--- src/rtl/run_controller_if.sv ---
// Handshake bundle between a run controller and the host that launches and
// observes a core run; the slave side is the controller itself.
interface run_controller_if #(
   parameter int XLEN  = 32,
   parameter int CNT_W = 32
);
   logic             start;
   logic [XLEN-1:0]  pc;
   logic             instr_retire;
   logic             ecall;
   logic             core_rst;
   logic             running;
   logic             done;
   logic [1:0]       status;
   logic [CNT_W-1:0] cycle_count;
   logic [CNT_W-1:0] retire_count;

   modport master (
      output start, pc, instr_retire, ecall,
      input  core_rst, running, done, status, cycle_count, retire_count
   );

   modport slave (
      input  start, pc, instr_retire, ecall,
      output core_rst, running, done, status, cycle_count, retire_count
   );
endinterface

--- src/rtl/run_controller.sv ---
// Launches a core out of reset, counts run cycles and retired instructions,
// and stops the run on ecall, a pc stall, or a cycle timeout.
module run_controller #(
   parameter int XLEN        = 32,
   parameter int CNT_W       = 32,
   parameter int RST_HOLD    = 4,
   parameter int TIMEOUT     = 100000,
   parameter int HALT_STABLE = 16
) (
   input logic              clk,
   input logic              rst,
   run_controller_if.slave  bus
);

   typedef enum logic [1:0] {
      IDLE,
      HOLD,
      RUN,
      DONE
   } state_t;

   localparam logic [1:0] ST_NONE    = 2'b00;
   localparam logic [1:0] ST_ECALL   = 2'b01;
   localparam logic [1:0] ST_STALL   = 2'b10;
   localparam logic [1:0] ST_TIMEOUT = 2'b11;

   localparam int STALL_W = (HALT_STABLE > 1) ? $clog2(HALT_STABLE) : 1;

   localparam logic [15:0]        HOLD_LAST    = 16'(RST_HOLD - 1);
   localparam logic [STALL_W-1:0] STALL_LAST   = STALL_W'(HALT_STABLE - 1);
   localparam logic [CNT_W-1:0]   TIMEOUT_LAST = CNT_W'(TIMEOUT - 1);
   localparam logic [CNT_W-1:0]   CNT_MAX      = '1;

   state_t             state;
   state_t             state_nx;
   logic [15:0]        hold_cnt;
   logic [STALL_W-1:0] stall_cnt;
   logic [XLEN-1:0]    prev_pc;
   logic               prev_valid;

   logic               stall_cond;
   logic               ecall_hit;
   logic               stall_hit;
   logic               timeout_hit;
   logic [1:0]         term_code;

   // prev_valid keeps the first RUN cycle from comparing against a stale pc.
   always_comb begin
      state_nx    = state;
      ecall_hit   = 1'b0;
      stall_hit   = 1'b0;
      timeout_hit = 1'b0;
      term_code   = ST_NONE;
      stall_cond  = prev_valid && !bus.instr_retire && (bus.pc == prev_pc);

      case (state)
         IDLE: begin
            if (bus.start) state_nx = HOLD;
         end
         HOLD: begin
            if (hold_cnt == HOLD_LAST) state_nx = RUN;
         end
         RUN: begin
            ecall_hit   = bus.ecall;
            stall_hit   = (HALT_STABLE != 0) && stall_cond && (stall_cnt == STALL_LAST);
            timeout_hit = (TIMEOUT != 0) && (bus.cycle_count == TIMEOUT_LAST);
            if (ecall_hit)        term_code = ST_ECALL;
            else if (stall_hit)   term_code = ST_STALL;
            else if (timeout_hit) term_code = ST_TIMEOUT;
            if (ecall_hit || stall_hit || timeout_hit) state_nx = DONE;
         end
         DONE: begin
            if (bus.start) state_nx = HOLD;
         end
         default: state_nx = IDLE;
      endcase
   end

   // Outputs are decoded from the next state so they change on the same edge as the FSM.
   always_ff @(posedge clk) begin
      if (rst) begin
         state            <= IDLE;
         bus.core_rst     <= 1'b1;
         bus.running      <= 1'b0;
         bus.done         <= 1'b0;
         bus.status       <= ST_NONE;
         bus.cycle_count  <= '0;
         bus.retire_count <= '0;
         hold_cnt         <= '0;
         stall_cnt        <= '0;
         prev_pc          <= '0;
         prev_valid       <= 1'b0;
      end else begin
         state        <= state_nx;
         bus.core_rst <= (state_nx != RUN);
         bus.running  <= (state_nx == RUN);
         bus.done     <= (state_nx == DONE);

         if ((state_nx == HOLD) && (state != HOLD)) begin
            bus.status       <= ST_NONE;
            bus.cycle_count  <= '0;
            bus.retire_count <= '0;
            hold_cnt         <= '0;
            stall_cnt        <= '0;
            prev_valid       <= 1'b0;
         end else if (state == HOLD) begin
            hold_cnt <= hold_cnt + 16'd1;
         end else if (state == RUN) begin
            if (bus.cycle_count != CNT_MAX)
               bus.cycle_count <= bus.cycle_count + CNT_W'(1);
            if (bus.instr_retire && (bus.retire_count != CNT_MAX))
               bus.retire_count <= bus.retire_count + CNT_W'(1);
            if (stall_cond)
               stall_cnt <= stall_cnt + STALL_W'(1);
            else
               stall_cnt <= '0;
            prev_pc    <= bus.pc;
            prev_valid <= 1'b1;
            if (state_nx == DONE)
               bus.status <= term_code;
         end
      end
   end

endmodule

--- src/flat_wrapper.sv ---
// flat-port wrapper written by rule: the top's interface ports become plain ports
module run_controller_flat 
#(
   parameter int XLEN        = 32,
   parameter int CNT_W       = 32,
   parameter int RST_HOLD    = 4,
   parameter int TIMEOUT     = 100000,
   parameter int HALT_STABLE = 16
)
  (clk, rst, bus_start, bus_pc, bus_instr_retire, bus_ecall, bus_core_rst, bus_running, bus_done, bus_status, bus_cycle_count, bus_retire_count);
  run_controller_if #(.XLEN(XLEN), .CNT_W(CNT_W)) bus_i ();
  input logic clk;
  input logic rst;
  input wire logic [$bits(bus_i.start)-1:0] bus_start;
  input wire logic [$bits(bus_i.pc)-1:0] bus_pc;
  input wire logic [$bits(bus_i.instr_retire)-1:0] bus_instr_retire;
  input wire logic [$bits(bus_i.ecall)-1:0] bus_ecall;
  output wire logic [$bits(bus_i.core_rst)-1:0] bus_core_rst;
  output wire logic [$bits(bus_i.running)-1:0] bus_running;
  output wire logic [$bits(bus_i.done)-1:0] bus_done;
  output wire logic [$bits(bus_i.status)-1:0] bus_status;
  output wire logic [$bits(bus_i.cycle_count)-1:0] bus_cycle_count;
  output wire logic [$bits(bus_i.retire_count)-1:0] bus_retire_count;
  assign bus_i.start = bus_start;
  assign bus_i.pc = bus_pc;
  assign bus_i.instr_retire = bus_instr_retire;
  assign bus_i.ecall = bus_ecall;
  assign bus_core_rst = bus_i.core_rst;
  assign bus_running = bus_i.running;
  assign bus_done = bus_i.done;
  assign bus_status = bus_i.status;
  assign bus_cycle_count = bus_i.cycle_count;
  assign bus_retire_count = bus_i.retire_count;
  run_controller #(.XLEN(XLEN), .CNT_W(CNT_W), .RST_HOLD(RST_HOLD), .TIMEOUT(TIMEOUT), .HALT_STABLE(HALT_STABLE)) u_core (.clk(clk), .rst(rst), .bus(bus_i));
endmodule
--- config.mk ---
export PLATFORM = sky130hd
export DESIGN_NAME = run_controller_flat
export DESIGN_NICKNAME = d
export VERILOG_FILES = /design/src/rtl/run_controller_if.sv /design/src/rtl/run_controller.sv /design/src/flat_wrapper.sv
export SDC_FILE = /design/constraint.sdc
export NUM_CORES = 1
export LEC_CHECK = 0
export BUFFER_PORTS_ARGS = -buffer_cell sky130_fd_sc_hd__clkbuf_2
export CORE_MARGIN = 5
export CORE_UTILIZATION = 55
export CTS_CLUSTER_DIAMETER = 40
export DETAILED_ROUTE_END_ITERATION = 8
export PLACE_DENSITY = 0.87
export SLEW_MARGIN = 20
export SYNTH_ARGS = -nofsm -noshare
export SYNTH_HDL_FRONTEND = slang
export SYNTH_SLANG_ARGS = --single-unit
--- constraint.sdc ---
create_clock -name clk -period 5.5 [get_ports clk]
set_input_delay 1.1 -clock clk [delete_from_list [all_inputs] [get_ports clk]]
set_output_delay 1.1 -clock clk [all_outputs]
set_load 0.005 [all_outputs]
# After elaboration in Yosys (flattened, before gate mapping)
# Cells that the tools add are included.
dict set report totals {
  wordCells 55
  reg_bits 124
  in_bits 37
  output_inout_bits 69
}
dict set report op_classes {
  add_sub_neg 4
  bitwise_logic 2
  n_eq_ne 14
  mux 8
  reduce_logical 16
}
# operator n
set ops {}
lappend ops {{$add 32x1->32 const B} 2}
lappend ops {{$ne 32x32->1 const B} 2}
lappend ops {{$eq 32x17->1 const B} 1}
lappend ops {{$eq 32x32->1} 1}
lappend ops {{$add 16x1->16 const B} 1}
lappend ops {{$eq 16x2->1 const B} 1}
lappend ops {{$mux 2} 6}
lappend ops {{$reduce_and 3->1} 4}
lappend ops {{$eq 2x2->1 const B} 4}
lappend ops {{$pmux 2 s3} 1}
lappend ops {{$logic_and 1x1->1} 5}
lappend ops {{$add 4x1->4 const B} 1}
lappend ops {{$eq 2x1->1 const B} 2}
lappend ops {{$eq 4x4->1 const B} 1}
lappend ops {{$mux 4} 1}
lappend ops {{$reduce_or 2->1} 2}
lappend ops {{$logic_not 2->1} 1}
lappend ops {{$logic_or 1x1->1} 2}
lappend ops {{$ne 2x1->1 const B} 1}
lappend ops {{$ne 2x2->1 const B} 1}
lappend ops {{$not 1->1} 2}
lappend ops {{$reduce_and 2->1} 1}
lappend ops {{$logic_not 1->1} 1}

# Logic depth before layout (Yosys ltp)
dict set report logic_depth {
  depth_word 12
  depth_mapped 11
}

# Worst setup path after synthesis
# OpenSTA, ideal clock, no wires.
dict set report synth_timing {
  path_kind {input to register}
  from {in bus_pc[0]}
  to {reg u_core.bus.status[0]}
  stages 6
  t_arrival_ns 2.492
  t_required_ns 5.376
  setup_time_ns 0.124
  path_buffers 0
  setup_slack_ns 2.884
  path_cell_list {xor2_1 -> nor3_1 -> or3b_2 -> nor3_2 -> o2bb2ai_1 -> a211oi_1}
}
dict set report synth_via {
  elab_chain_cells 10
  word_cells_on_any_way 14
  classes_between {eq/ne (3); mux (4); reduce/logical (7)}
}
# element line
set synth_lines {}
lappend synth_lines {{from (decl)} flat_wrapper.sv:15} ;# input wire logic [$bits(bus_i.pc)-1:0] bus_pc;
lappend synth_lines {{$eq 32x32->1 (*)} run_controller.sv:54} ;# stall_cond = prev_valid && !bus.instr_retire && (bus.pc == prev_pc);
lappend synth_lines {{$logic_and 1x1->1 (*)} run_controller.sv:54}
lappend synth_lines {{$logic_and 1x1->1 (*)} run_controller.sv:65} ;# stall_hit = (HALT_STABLE != 0) && stall_cond && (stall_cnt == STALL_LAST);
lappend synth_lines {{$logic_or 1x1->1 (2 in series)} run_controller.sv:70} ;# if (ecall_hit || stall_hit || timeout_hit) state_nx = DONE;
lappend synth_lines {{$mux 2} run_controller.sv:70}
lappend synth_lines {{$pmux 2 s3} run_controller.sv:56} ;# case (state)
lappend synth_lines {{$eq 2x1->1} run_controller.sv:99} ;# if ((state_nx == HOLD) && (state != HOLD)) begin
lappend synth_lines {{$logic_and 1x1->1} run_controller.sv:99}
lappend synth_lines {{$reduce_or 2->1 (no line)} -}
lappend synth_lines {{to (signal assigned)} run_controller.sv:120} ;# bus.status <= term_code;
lappend synth_lines {{to (decl)} run_controller_if.sv:25} ;# output core_rst, running, done, status, cycle_count, retire_count
# Every way passes the cells marked *; elsewhere a longest branch is shown, timed or not.
# A chain may end at the register's enable or synchronous reset.

# Final worst setup path
dict set report layout_timing {
  from {reg u_core.state[0]}
  to {reg u_core.bus.retire_count[17]}
}
dict set report layout_via {
  elab_chain_cells 6
  word_cells_on_any_way 15
  classes_between {eq/ne (5); mux (4); bitwise (1); reduce/logical (5)}
}
# element line
set layout_lines {}
lappend layout_lines {{from (decl)} run_controller.sv:34} ;# state_t state;
lappend layout_lines {{from (signal assigned)} run_controller.sv:94} ;# state <= state_nx;
lappend layout_lines {{$eq 2x2->1 / $logic_not 2->1 (equally long branches)} run_controller.sv:56}
lappend layout_lines {{$reduce_or 2->1 (no line)} -}
lappend layout_lines {{$pmux 2 s3} run_controller.sv:56}
lappend layout_lines {{$eq 2x1->1} run_controller.sv:99}
lappend layout_lines {{$logic_and 1x1->1} run_controller.sv:99}
lappend layout_lines {{$reduce_or 2->1 (no line)} -}
lappend layout_lines {{to (signal assigned)} run_controller.sv:112} ;# bus.retire_count <= bus.retire_count + CNT_W'(1);
lappend layout_lines {{to (decl)} run_controller_if.sv:25}
# Parallel ways exist; a longest one is shown, timed or not.

==> flow_summary.yaml <==
global_routing:
  antenna_found_initial: 0
  grt_max_degree: 46
  track_usage: 0.233
  overflow: 0
  grt_pass1_wl_mm: 24.9
  grt_pass1_vias: 5219
clocking:
  clk_pin_slew_ns: 0.06
  cts_inserted_buffers: 17
  cts_resized: 0
  cts_setup_buffers: 0
  cts_hold_buf: 0
  cts_root_buffer: "clkbuf_8"
  htreeDepth: 4
  cts_sinks: 124
  clk_latency_ns: 0.52
  cts_tree: "built"
  clock_path_buffers: 2
worst_setup_path:
  cp-end-kind: "flip-flop"
  path_max_fanout: 45
  r2r-start: "u_core.state[0]$_SDFF_PP0_"
  start_kind: "flip-flop"
  critical-path-top-delay-family: "simple AND/OR/NAND/NOR gates"
  worstPathCellList: "inv_1 -> ha_4 -> o21ai_0 -> a21oi_1 -> nor3_1 -> nor2_4 -> buf_4 -> nor2_1"
  timing.setup.critical_path_class: "flip-flop to flip-flop"
  arrival_ns: 3.54
  regToRegEndpoint: "u_core.bus.retire_count[17]$_SDFFE_PP0P_"
  critPathBufInv: 2
  reg2reg_setup_slack_ns: 2.35
  cp_slowest_cell: "nor2_4"
  rr_worst_depth: 8
  max_stage_delay_ns: 0.75
  crit_required_ns: 5.89
timing:
  timing.hold.ws_ns: 0.493
  finClkSkew_ns: 0.00745
  worst_slew_pin_slew_ns: 1.10
  hold_violations: 0
  rsz0062_at_grt: "false"
  maxSlewViolCount: 0
  min_period_ns: 3.15
  finalSetupViolations: 0
  finalCritPeriodShare: 0.573
  setup_tns_ns: 0
  slew_headroom: 0.262
  fmax_ghz: 0.317
pwr:
  intPower_mw: 1.97
  switching_share: 0.303
  clock_power_share: 0.410
  p_seq_frac: 0.369
  p_sw_mw: 0.856
  p_comb_frac: 0.221
  power.leakage_nw: 2.56
  powerDensity_mw_per_mm2: 397
  worst_ir_drop_vdd_mv: 0.370
  p_total_mw: 2.83
yosys:
  synth_top_family_by_area: "simple AND/OR/NAND/NOR gates"
  synth_edf_count: 0
  yosysTopAreaCellShare: 0.419
  yosys_warnings: 0
  synth_area_per_cell_sq_um: 8.74
  syn_inst: 678
  synthesis.area_sq_mm: 0.00593
  ys_seq_elements: 124
  synth-compound-area-share: 0.0454
  yosys.area_share.simple: 0.274
  synthAdderAreaFrac: 0.0127
  ys_seq_area_frac: 0.419
  synth_fp_nets: 721
  synth_ff_type: "dfxtp_1"
  synthXorXnorAreaFrac: 0.157
  synth.cells.most_frequent: "125 x nor2_1, 124 x dfxtp_1, 64 x xnor2_1"
  async_reset_ff_frac: 0
  yosysMostFrequentCell: "nor2_1"
  muxShareOfSynthArea: 0.0574
  synth_top_cell_by_area: "dfxtp_1"
  synth_area_leaders: "dfxtp_1 42%, xnor2_1 9.5%, nor2_1 7.9%"
  netlist-cell-type-count: 51
routing:
  drt-total-wl_mm: 15.1
  antenna_left: 0
  drtIter0Drc: 568
  wl_per_cell_microns: 16.3
  drt_pass1_iterations: 5
  drcViolationCount: 0
  vias_per_cell: 5.86
  vias: 5418
place:
  place_area_sq_mm: 0.00650
  dpl.hpwl_mm: 10.3
  port_buffers: 105
  gp_congestion: 0.910
hold_path:
  min_to: "u_core.prev_valid$_SDFFE_PP0P_"
  holdPathStages: 2
  hp-start: "u_core.prev_valid$_SDFFE_PP0P_"
  hp-class: "flip-flop to flip-flop"
final_layout:
  final_nets: 818
  fin_area_sq_mm: 0.00712
  area_delta_synth_final_pct: 20.2
  antenna_cells: 0
  final_core_util: 0.684
  layout-drive-gt1-share: 0.192
floorplan:
  die_x_microns: 114
  core_area_sq_mm: 0.0104
  initial_core_util: 0.569
  num_io_pins: 106
  die_h_microns: 114
  die_area_sq_mm: 0.0129
  rows: 37
run_status:
  status: "finished, final reports clean"
flow_run:
  drv_cap: 0
## power by group through the flow
stage / combinational, mW / sequential (mW) / clock (mW)
3_5_place_dp: 0.613 / 1.06 / 0
5_1_grt: 0.690 / 1.05 / 1.21
3_3_place_gp: 0.589 / 1.05 / 0
2_1_floorplan: 0.490 / 1.04 / 0
6_report: 0.625 / 1.04 / 1.16
4_1_cts: 0.619 / 1.04 / 1.16
## state kept, by name, summed over array words and instances, names as in the netlist
name	cells
u_core.bus.core_rst	1
u_core.bus.cycle_count	32
u_core.bus.done	1
u_core.bus.retire_count	32
u_core.bus.running	1
u_core.bus.status	2
u_core.hold_cnt	16
u_core.prev_pc	32
u_core.prev_valid	1
u_core.stall_cnt	4
u_core.state	2
## cells in the final DEF, fill, tap and decap left out, types with 2 or more instances in the layout
cell type and count:
nand2b_1 2, clkbuf_8 4, and3_1 14, a21oi_1 14, clkbuf_16 16, inv_1 19, clkbuf_2 105, mux2i_1 34
nor3b_1 3, and2_1 6, or4_1 6, clkbuf_1 5, a41oi_1 4, and4_1 3, xnor2_2 6, nand4_1 35
or2_2 3, xor2_1 31, dfxtp_1 124, clkinv_2 3, nand2_1 35, or3_1 7, xnor2_1 64, nor4_1 20
o21ai_0 12, nor3_1 20, nand3_1 32, nor3_2 2, ha_1 5, nor4b_1 2, nand3b_1 3, bufinv_16 4
nor2_1 124
## cells by family (layout without fill, tap and decap cells)
logic type / count (synthesis) / in the layout
flops: 124 / 124
mux: 34 / 34
xor+xnor: 101 / 101
fa+ha+maj: 6 / 6
buf+inv: 47 / 157
simple gates: 324 / 324
compound gates: 42 / 42
## worst max-delay path by stage
stage                                from                                  endpoint  slack [ns]  depth (start not counted)
6_report       u_core.state[0]$_SDFF_PP0_  u_core.bus.retire_count[17]$_SDFFE_PP0P_        2.35                          8
3_3_place_gp                          rst   u_core.bus.retire_count[8]$_SDFFE_PP0P_        2.08                          6
2_1_floorplan                   bus_pc[0]         u_core.bus.status[0]$_SDFFE_PP0P_        2.88                          6
3_5_place_dp                          rst           u_core.hold_cnt[1]$_SDFFE_PP0P_        1.98                          6
4_1_cts        u_core.state[0]$_SDFF_PP0_  u_core.bus.retire_count[17]$_SDFFE_PP0P_        1.98                          8
5_1_grt        u_core.state[0]$_SDFF_PP0_  u_core.bus.retire_count[17]$_SDFFE_PP0P_        2.02                          8
## cell type report
cell class	count	area [sq um]
Fill cell	754	3290
Multi-Input combinational cell	507	3260
Sequential cell	124	2480
Timing Repair Buffer	106	533
Clock buffer	25	474
Tap cell	136	170
Clock inverter	7	135
Inverter	19	71.3
## tightest hold or removal path, cell delays in order, from the launching register on
cell and delay, ns:
dfxtp_1 0.32, nor2_1 0.09, nor2_1 0.04
## stage by stage
stage | instances | setup WS, ns
after floorplan | 678 | 2.88
after global placement | 892 | 2.08
after detailed placement | 892 | 1.98
after CTS | 924 | 1.98
after global routing | 924 | 2.02
final | 924 | 2.35
## layer usage
layer	vias to the layer above	wire, microns	GRT usage
met5	-	0	0
met4	0	284	0.0839
met3	37	1280	0.0690
met2	272	7390	0.391
met1	2566	6120	0.285
li1	2543	-	-
Note: power is estimated with default switching activity, not from simulation.
